File: src/rtl/micro_sequencer.sv
// Purpose: next-state sequencer for the microprogrammed MIPS control unit (control-store address register).
// Latency: one cycle from microinstruction fields/conditions to State; all outputs registered.
// Backpressure: Stall freezes state, MOC-wait counter and sticky flags; MOC waits trap after MOC_TIMEOUT cycles.
module micro_sequencer #(
    parameter logic [6:0] RESET_STATE   = 7'd0,
    parameter logic [6:0] FETCH_STATE   = 7'd1,
    parameter logic [6:0] ILLEGAL_STATE = 7'd126,
    parameter logic [6:0] ERROR_STATE   = 7'd127,
    parameter int         MOC_TIMEOUT   = 16
) (
    input  logic       Clk,
    input  logic       Reset_n,
    input  logic [6:0] State_Sel,
    input  logic [1:0] Next_Sel,
    input  logic [6:0] Cr_Target,
    input  logic [1:0] Cond_Sel,
    input  logic       Cond_Inv,
    input  logic       False_Hold,
    input  logic       MOC,
    input  logic       Cond,
    input  logic       Stall,
    input  logic       Clr_Flags,
    output logic [6:0] State,
    output logic       Illegal_Op,
    output logic       Mem_Timeout
);

    // Counter value on the last permitted wait edge; reaching it traps instead of holding.
    localparam logic [7:0] WAIT_LAST = 8'(MOC_TIMEOUT - 1);

    logic [6:0] state_q, state_d;
    logic [7:0] wait_cnt_q, wait_cnt_d;
    logic       illegal_q, illegal_d;
    logic       timeout_q, timeout_d;

    logic       cond_raw;
    logic       cond_true;
    logic       wait_edge;
    logic [6:0] state_inc;

    // Condition tester: select the raw condition, then optionally invert it.
    always_comb begin
        cond_raw = 1'b0;
        case (Cond_Sel)
            2'b00:   cond_raw = 1'b1;
            2'b01:   cond_raw = MOC;
            2'b10:   cond_raw = Cond;
            default: cond_raw = 1'b0;
        endcase
        cond_true = cond_raw ^ Cond_Inv;
        // A wait edge holds in place waiting for memory; only these edges advance the timeout counter.
        wait_edge = (Cond_Sel == 2'b01) && !cond_true && False_Hold;
        state_inc = state_q + 7'd1;
    end

    // Next-state selection: stall, then MOC timeout, then the normal sequencing choice.
    always_comb begin
        state_d    = state_q;
        wait_cnt_d = wait_cnt_q;
        illegal_d  = illegal_q;
        timeout_d  = timeout_q;
        if (!Stall) begin
            // Clear first so that a set event on the same edge overrides it.
            if (Clr_Flags) begin
                illegal_d = 1'b0;
                timeout_d = 1'b0;
            end
            if (wait_edge) begin
                if (wait_cnt_q == WAIT_LAST) begin
                    state_d    = ERROR_STATE;
                    timeout_d  = 1'b1;
                    wait_cnt_d = 8'd0;
                end else begin
                    wait_cnt_d = wait_cnt_q + 8'd1;
                end
            end else begin
                wait_cnt_d = 8'd0;
                if (cond_true) begin
                    case (Next_Sel)
                        2'b00: begin
                            if (State_Sel == 7'd0) begin
                                state_d   = ILLEGAL_STATE;
                                illegal_d = 1'b1;
                            end else begin
                                state_d = State_Sel;
                            end
                        end
                        2'b01:   state_d = state_inc;
                        2'b10:   state_d = Cr_Target;
                        default: state_d = FETCH_STATE;
                    endcase
                end else begin
                    state_d = False_Hold ? state_q : state_inc;
                end
            end
        end
    end

    // State, wait counter and sticky flags; reset takes effect immediately.
    always_ff @(posedge Clk or negedge Reset_n) begin
        if (!Reset_n) begin
            state_q    <= RESET_STATE;
            wait_cnt_q <= 8'd0;
            illegal_q  <= 1'b0;
            timeout_q  <= 1'b0;
        end else begin
            state_q    <= state_d;
            wait_cnt_q <= wait_cnt_d;
            illegal_q  <= illegal_d;
            timeout_q  <= timeout_d;
        end
    end

    assign State       = state_q;
    assign Illegal_Op  = illegal_q;
    assign Mem_Timeout = timeout_q;

endmodule

File: config.mk
export PLATFORM = sky130hd
export DESIGN_NAME = micro_sequencer
export DESIGN_NICKNAME = d
export VERILOG_FILES = /design/src/rtl/micro_sequencer.sv
export SDC_FILE = /design/constraint.sdc
export NUM_CORES = 1
export LEC_CHECK = 0
export CORE_ASPECT_RATIO = 0.9
export CORE_UTILIZATION = 50
export CTS_CLUSTER_DIAMETER = 100
export DETAILED_ROUTE_END_ITERATION = 7
export PLACE_DENSITY_LB_ADDON = 0.08
export SLEW_MARGIN = 20
export SYNTH_ARGS = -nofsm -noshare
export SYNTH_HDL_FRONTEND = slang
export SYNTH_SLANG_ARGS = --single-unit
File: constraint.sdc
create_clock -name Clk -period 3.1 [get_ports Clk]
set_input_delay 0.93 -clock Clk [delete_from_list [all_inputs] [get_ports Clk]]
set_output_delay 0.93 -clock Clk [all_outputs]
set_load 0.02 [all_outputs]
* Yosys cells after proc, flatten, opt, wreduce, memory -nomap -nowiden
Cells that the tools add are included.
Widths: inputs -> output; s select.
** Cells by class
- $add $sub $neg :: 2
- Eq/ne operators :: 7
- Mux-type cells :: 17
- Bitwise gates (word level) :: 2
- Reduce and logical (&&, ||, !) cells :: 7
** Operators by type and width (number)
- $mux 7 :: 5
- $pmux 7 s3 :: 1
- $mux 8 :: 2
- $add 8x1->8 const B :: 1
- $eq 8x4->1 const B :: 1
- $mux 1 :: 8
- $add 7x1->7 const B :: 1
- $logic_not 7->1 :: 1
- $eq 2x1->1 const B :: 2
- $eq 2x2->1 const B :: 2
- $logic_not 2->1 :: 2
- $ne 3x1->1 const B :: 1
- $pmux 1 s3 :: 1
- $reduce_and 3->1 :: 1
- $logic_and 1x1->1 :: 2
- $ne 2x1->1 const B :: 1
- $logic_not 1->1 :: 1
- $not 1->1 :: 1
- $xor 1x1->1 :: 1
** Word-level totals
- Register bits after elaboration :: 17
- Bits of input ports :: 26
- Output and inout port bits :: 9
- Logic and storage cells :: 39

* Depth between registers and ports, before layout
Gate-level depths: netlist of the first run.
- Depth after elaboration :: 8
- Depth in mapped cells :: 7

* Worst setup path before layout of the first run
OpenSTA, ideal clock, no wires.
- Path type :: input-to-reg
- Start point :: input Stall
- End point :: register state_q[1], in the netlist State[1]
- Setup time :: 0.128 ns
- Arrival time :: 2.290 ns
- Path slack :: 0.682 ns
- Stages on the path :: 6
- Path buffers :: 1
- Path through :: and4b_1 > nand2_1 > o32ai_2 > or2_1 > buf_2 > mux2_1
** On the way
- Cells in the longest elaborated chain, start to end :: 2
** Ends and longest elaborated chain
- from (decl) :: line 21 : input logic Stall,
- $not 1->1 (no source line)
- $reduce_and 3->1 (no source line)
- to (signal assigned) :: line 107 : state_q <= state_d;
- to (decl) :: line 31 : logic [6:0] state_q, state_d;
Every way passes these cells.
A chain may end at the register's enable or synchronous reset.

* Worst setup path in the final report of the first run
- Start point :: input State_Sel[3]
- End point :: register state_q[5], in the netlist State[5]
** On the way
- Cells in the longest elaborated chain, start to end :: 5
** Ends and longest elaborated chain
- from (decl) :: line 13 : input logic [6:0] State_Sel,
- $logic_not 7->1 :: line 81 : if (State_Sel == 7'd0) begin
- $mux 7 :: line 81
- $pmux 7 s3 :: line 79 : case (Next_Sel)
- $mux 7 :: line 78 : if (cond_true) begin
- $mux 7 :: line 68 : if (wait_edge) begin
Every way passes these cells.

==> impl_metrics.yaml, run 1 <==
sta:
  setup_violations: 0
  hold_violations: 0
  slew_headroom_pct: 48.2
  fin_tns_setup_ns: 0
  slew_violations: 0
  min_period_ns: 2.64
  whs_ns: 0.516
  rsz0062_at_grt: "false"
  tightest_slew_ns: 0.775
  fin_skew_ns: 0.00692
  final.period_utilization_pct: 85.1
  max_freq_ghz: 0.379
logic_synthesis:
  ys_seq_area_share_pct: 34.0
  synth.net_count: 171
  synth_edf_count: 0
  yosys.area.top_type_share_pct: 34.0
  synthArstFlopShare_pct: 100
  synth.avg_cell_area_sq_um: 8.75
  synthDistinctLibCells: 39
  ys_top_cells_by_area: "dfrtp_1, xnor2_1, a221o_1"
  ys_warn_count: 0
  synth_cells: 143
  ys_ff_latch: 17
  netlist_area_sq_um: 1250
  ys.flop_type: "dfrtp_1"
  yosysTopAreaCell: "dfrtp_1"
clocking:
  cts_buffers: 3
  ctsHoldBuffers: 0
  tritoncts: "yes"
  cts_resized: 0
  cts.sinks: 17
  clk_pin_slew_ns: 0.11
  ctsRootBufferMaster: "clkbuf_4"
  h-tree-depth: 1
  clk_path_buf_depth: 2
  clk-insertion-delay-late_ns: 0.31
  post_cts_buffers: 0
placed_design:
  port_buffers: 34
  dp.final_hpwl_um: 2420
  gp_congestion: 0.837
floorplanning:
  ios: 35
  row_count: 16
  dieArea_sq_um: 2710
  die_h_um: 49.5
  coreArea_sq_um: 2260
  start_util_pct: 55.3
  fp.dieW_um: 54.7
worst_hold_path:
  hold_depth: 2
  holdCritPathClass: "flip-flop to flip-flop"
  min_to: "Mem_Timeout$_DFFE_PN0N_"
  hold_start: "Mem_Timeout$_DFFE_PN0N_"
worst_setup_path:
  crit_arrival_ns: 2.87
  worstPathRequired_ns: 3.33
  crit_buf_inv: 1
  cp-start-kind: "input pin"
  slowest_delay_ns: 0.55
  end_kind: "flip-flop"
  reg2reg_from: "wait_cnt_q[0]$_DFFE_PN0N_"
  crit_path_top_delay_cell: "or4_4"
  rrSetupSlack_ns: 1.18
  crit_fanout: 7
  r2r_cells: 7
  critical_path_class: "input pin to flip-flop"
  cp_top_family: "simple AND/OR/NAND/NOR gates"
  r2r_end: "State[0]$_DFFE_PN0P_"
  crit_chain: "clkdlybuf4s50_1, or4_4, nor4_4, o31ai_1, a221o_1, a41oi_2"
cells_and_area:
  nets: 209
  final_common_cell: "clkdlybuf4s50_1"
  final_cell_mix: "clkdlybuf4s50_1, dfrtp_1, nand2_1"
  n_fill_cell: 175
  fin_util_pct: 74.1
  antennaDiodeCount: 0
  layout-drive-gt1-share_pct: 12.2
  area_growth_pct: 33.9
run:
  maxCapViolations: 0
power:
  leakagePower_nw: 0.676
  power_density_nw_per_um2: 495
  ir_worst_vdd_v: 0.000403
outcome:
  outcome: "finished, final reports clean"
global_route:
  grt_pass1_vias: 1147
  grt_pass1_wl_um: 5150
  grt_usage_pct: 26.3
  overflow: 0
  grt_max_degree: 20
  antenna_found_initial: 0
routing:
  wl_um: 3030
  vias: 1238
  dr.pass1.iters: 5
  viasPerCell: 5.98
  ant_nets: 0
  drc: 0
  routedWlPerCell_um: 14.6
  drt_iter0_drc: 39
[registers in the layout, summed over array words and instances, names as in the netlist]
register / cells
State: 7
Illegal_Op: 1
wait_cnt_q: 8
Mem_Timeout: 1
[cells in the mapped netlist (2+ instances only)]
cell and number:
o21ai_1 2, a41oi_2 2, o21ai_0 8, nor2_1 10, a31oi_2 2, nor2b_1 5, o21a_1 2, and4b_1 2
xor2_1 3, dfrtp_1 17, nand2b_1 2, xnor2_1 7, nand3_1 7, nand2_1 13, buf_2 2, inv_1 6
nor3_1 7, a21oi_1 8, or2_1 2, o31ai_1 6, clkbuf_1 5, and3_1 3, a221o_1 5, ha_1 2
[metal layers]
metal / vias up / GRT usage (%) / wire length (um)
met1: 572 / 38.4 / 1470
met5: - / 0 / 0
met4: 0 / 8.97 / 65
li1: 606 / - / -
met2: 53 / 38.0 / 1310
met3: 7 / 4.94 / 185
[power by group]
group	internal (W)	leakage, nW	switching, W
sequential	0.000257	0.218	0.0000498
combinational	0.000196	0.444	0.000195
clock	0.0000493	0.0139	0.0000818
total	0.000503	0.676	0.000327
[worst min-delay path, stage by stage (launching register included)]
cell	delay, ns
dfrtp_1	0.37
nand2_1	0.05
o21ai_0	0.07
[worst max-delay path by stage]
stage	startpoint	depth (start not counted)	endpoint	slack (ns)
4_1_cts	State_Sel[3]	6	State[6]$_DFFE_PN0P_	0.48
3_3_place_gp	State_Sel[3]	6	State[6]$_DFFE_PN0P_	0.19
6_report	State_Sel[3]	6	State[5]$_DFFE_PN0P_	0.46
3_5_place_dp	State_Sel[3]	6	State[5]$_DFFE_PN0P_	0.16
5_1_grt	State_Sel[3]	6	State[6]$_DFFE_PN0P_	0.36
2_1_floorplan	Stall	6	State[1]$_DFFE_PN0P_	0.68
[cell families after synthesis]
| kind of cell | after synthesis | synth area share [%] |
|---|---|---|
| and+or+nand+nor | 56 | 24.7 |
| buffers and inverters | 14 | 4.40 |
| AOI/OAI and AO/OA | 43 | 27.0 |
| xor gates and xnor gates | 10 | 7.00 |
| muxes | 1 | 0.900 |
| DFF | 17 | 34.0 |
| adders and majority gates | 2 | 2.00 |
[per-stage QoR]
stage                     power [W]  cell area [sq um]  setup WS (ns)  instances
final                      0.000829               1680          0.462        207
after global routing       0.000884               1680          0.361        207
after CTS                  0.000828               1680          0.478        207
after detailed placement   0.000698               1650          0.157        203
after global placement     0.000692               1650          0.186        203
after floorplan            0.000536               1250          0.682        143
[final cells by class]
type,instances,area (sq um),share of cell area (%)
flip-flops and latches,17,425,25.4
multi-input cells,112,771,46.0
clock inverters,1,7.51,0.448
clock buffers,3,22.5,1.34
well taps,27,33.8,2.02
repair buffers,41,393,23.5
inverters,6,22.5,1.34
Note: power is estimated with default switching activity, not from simulation.
==> run 2: changes to the inputs <==
--- a/config.mk
+++ b/config.mk
@@ -10,6 +10,7 @@
 export CTS_CLUSTER_DIAMETER = 100
 export DETAILED_ROUTE_END_ITERATION = 7
 export PLACE_DENSITY_LB_ADDON = 0.08
+export REMOVE_ABC_BUFFERS = 1
 export SLEW_MARGIN = 20
 export SYNTH_ARGS = -nofsm -noshare
 export SYNTH_HDL_FRONTEND = slang
==> impl_metrics.yaml, run 2 (synthesized netlist as in run 1, its figures left out) <==
outcome:
  outcome: "finished, final reports clean"
cells_and_area:
  final_cell_mix: "clkdlybuf4s50_1, dfrtp_1, nand2_1"
  area.sequential_sq_um: 425
  n_fill_cell: 168
  final_common_cell: "clkdlybuf4s50_1"
  fin_util_pct: 73.9
  largest_register: "wait_cnt_q"
  antennaDiodeCount: 0
  layout-drive-gt1-share_pct: 12.2
  area_growth_pct: 33.7
  largest_register_ffs: 8
  nets: 209
  multiInputGateArea_sq_um: 771
placed_design:
  dp.final_hpwl_um: 2460
  gp_congestion: 0.912
  port_buffers: 34
  pre_cts_slack_ns: 0.108
clocking:
  clk-insertion-delay-late_ns: 0.30
  clk_path_buf_depth: 2
  tritoncts: "yes"
  cts_resized: 0
  ctsRootBufferMaster: "clkbuf_4"
  cts.sinks: 17
  h-tree-depth: 1
  ctsHoldBuffers: 0
  post_cts_buffers: 0
  cts_buffers: 3
  clk_pin_slew_ns: 0.11
worst_setup_path:
  crit_chain: "clkdlybuf4s50_1, nor2b_1, a22o_1, or2_1, buf_4, a221o_1, a31oi_1"
  slowest_delay_ns: 0.51
  crit_arrival_ns: 2.92
  critical_path_class: "input pin to flip-flop"
  end_kind: "flip-flop"
  worstPathRequired_ns: 3.32
  crit_path_top_delay_cell: "clkdlybuf4s50_1"
  rrSetupSlack_ns: 1.18
  r2r_end: "State[0]$_DFFE_PN0P_"
  r2r_cells: 7
  cp-start-kind: "input pin"
  crit_fanout: 10
  reg2reg_from: "wait_cnt_q[0]$_DFFE_PN0N_"
routing:
  routedWlPerCell_um: 15.1
  dr.pass1.iters: 4
  wl_um: 3120
  viasPerCell: 5.95
  ant_nets: 0
  vias: 1232
  drt_iter0_drc: 26
  drc: 0
run:
  maxCapViolations: 0
sta:
  final.period_utilization_pct: 87.2
  max_freq_ghz: 0.370
  slew_headroom_pct: 47.9
  slew_violations: 0
  whs_ns: 0.506
  hold_violations: 0
  rsz0062_at_grt: "false"
  setup_violations: 0
  tightest_slew_ns: 0.778
  min_period_ns: 2.70
  post-route-worst-setup-slack_ns: 0.398
  fin_skew_ns: 0.00415
  fin_tns_setup_ns: 0
global_route:
  antenna_found_initial: 0
  grt_usage_pct: 26.8
  grt_pass1_vias: 1210
  grt_max_degree: 18
  overflow: 0
  grt_pass1_wl_um: 5250
worst_hold_path:
  hold_start: "Illegal_Op$_DFFE_PN0N_"
  hold_depth: 2
  min_to: "Illegal_Op$_DFFE_PN0N_"
  holdCritPathClass: "flip-flop to flip-flop"
floorplanning:
  ios: 35
  coreArea_sq_um: 2260
  fp.dieW_um: 54.7
  die_h_um: 49.5
  start_util_pct: 55.3
  dieArea_sq_um: 2710
  row_count: 16
power:
  power_density_nw_per_um2: 496
  leakagePower_nw: 0.680
  ir_worst_vdd_v: 0.000364
-- run 2: power breakdown --
group	switching (W)	internal (W)	leakage, nW
combinational	0.000197	0.000196	0.444
clock	0.0000793	0.0000481	0.0177
sequential	0.0000530	0.000257	0.218
-- run 2: worst max path at each step --
stage / start / endpoint / slack [ns] / depth (start not counted)
after floorplan: Stall / State[1]$_DFFE_PN0P_ / 0.68 / 5
after global placement: Cond_Sel[1] / State[6]$_DFFE_PN0P_ / 0.18 / 7
after detailed placement: Cond_Sel[1] / State[2]$_DFFE_PN0P_ / 0.11 / 7
after CTS: Cond_Sel[1] / State[2]$_DFFE_PN0P_ / 0.42 / 7
after global routing: State_Sel[3] / State[5]$_DFFE_PN0P_ / 0.30 / 6
final: Cond_Inv / State[2]$_DFFE_PN0P_ / 0.40 / 7
-- run 2: area by class of cell --
class                   instances  area share (%)
repair buffers                 41            23.5
clock buffers                   3            1.35
multi-input cells             112            46.1
flip-flops and latches         17            25.4
well taps                      27            2.02
clock inverters                 1           0.299
inverters                       6            1.35
-- run 2: routing by layer --
metal / routed length (um) / part of all wire, % / vias to the layer above / GRT usage (%)
met4: 68 / 2.2 / 0 / 12.8
met1: 1510 / 48 / 571 / 34.7
met5: 0 / 0 / - / 0
met3: 161 / 5.2 / 8 / 5.56
met2: 1380 / 44 / 49 / 41.2
li1: - / - / 604 / -
-- run 2: per-stage QoR --
| stage | total power (W) | cells | cell area (sq um) |
|---|---|---|---|
| CTS | 0.000830 | 207 | 1670 |
| finish | 0.000830 | 207 | 1670 |
| detailed placement | 0.000702 | 203 | 1650 |
| global placement | 0.000692 | 203 | 1650 |
| global route | 0.000879 | 207 | 1670 |
| floorplan | 0.000527 | 135 | 1220 |
-- run 2: critical path, delay by kind of cell --
| kind | cells | cell delay (ns) |
|---|---|---|
| buffers and inverters | 2 | 0.72 |
| AO/OA/AOI/OAI | 3 | 0.71 |
| AND/OR/NAND/NOR | 2 | 0.57 |
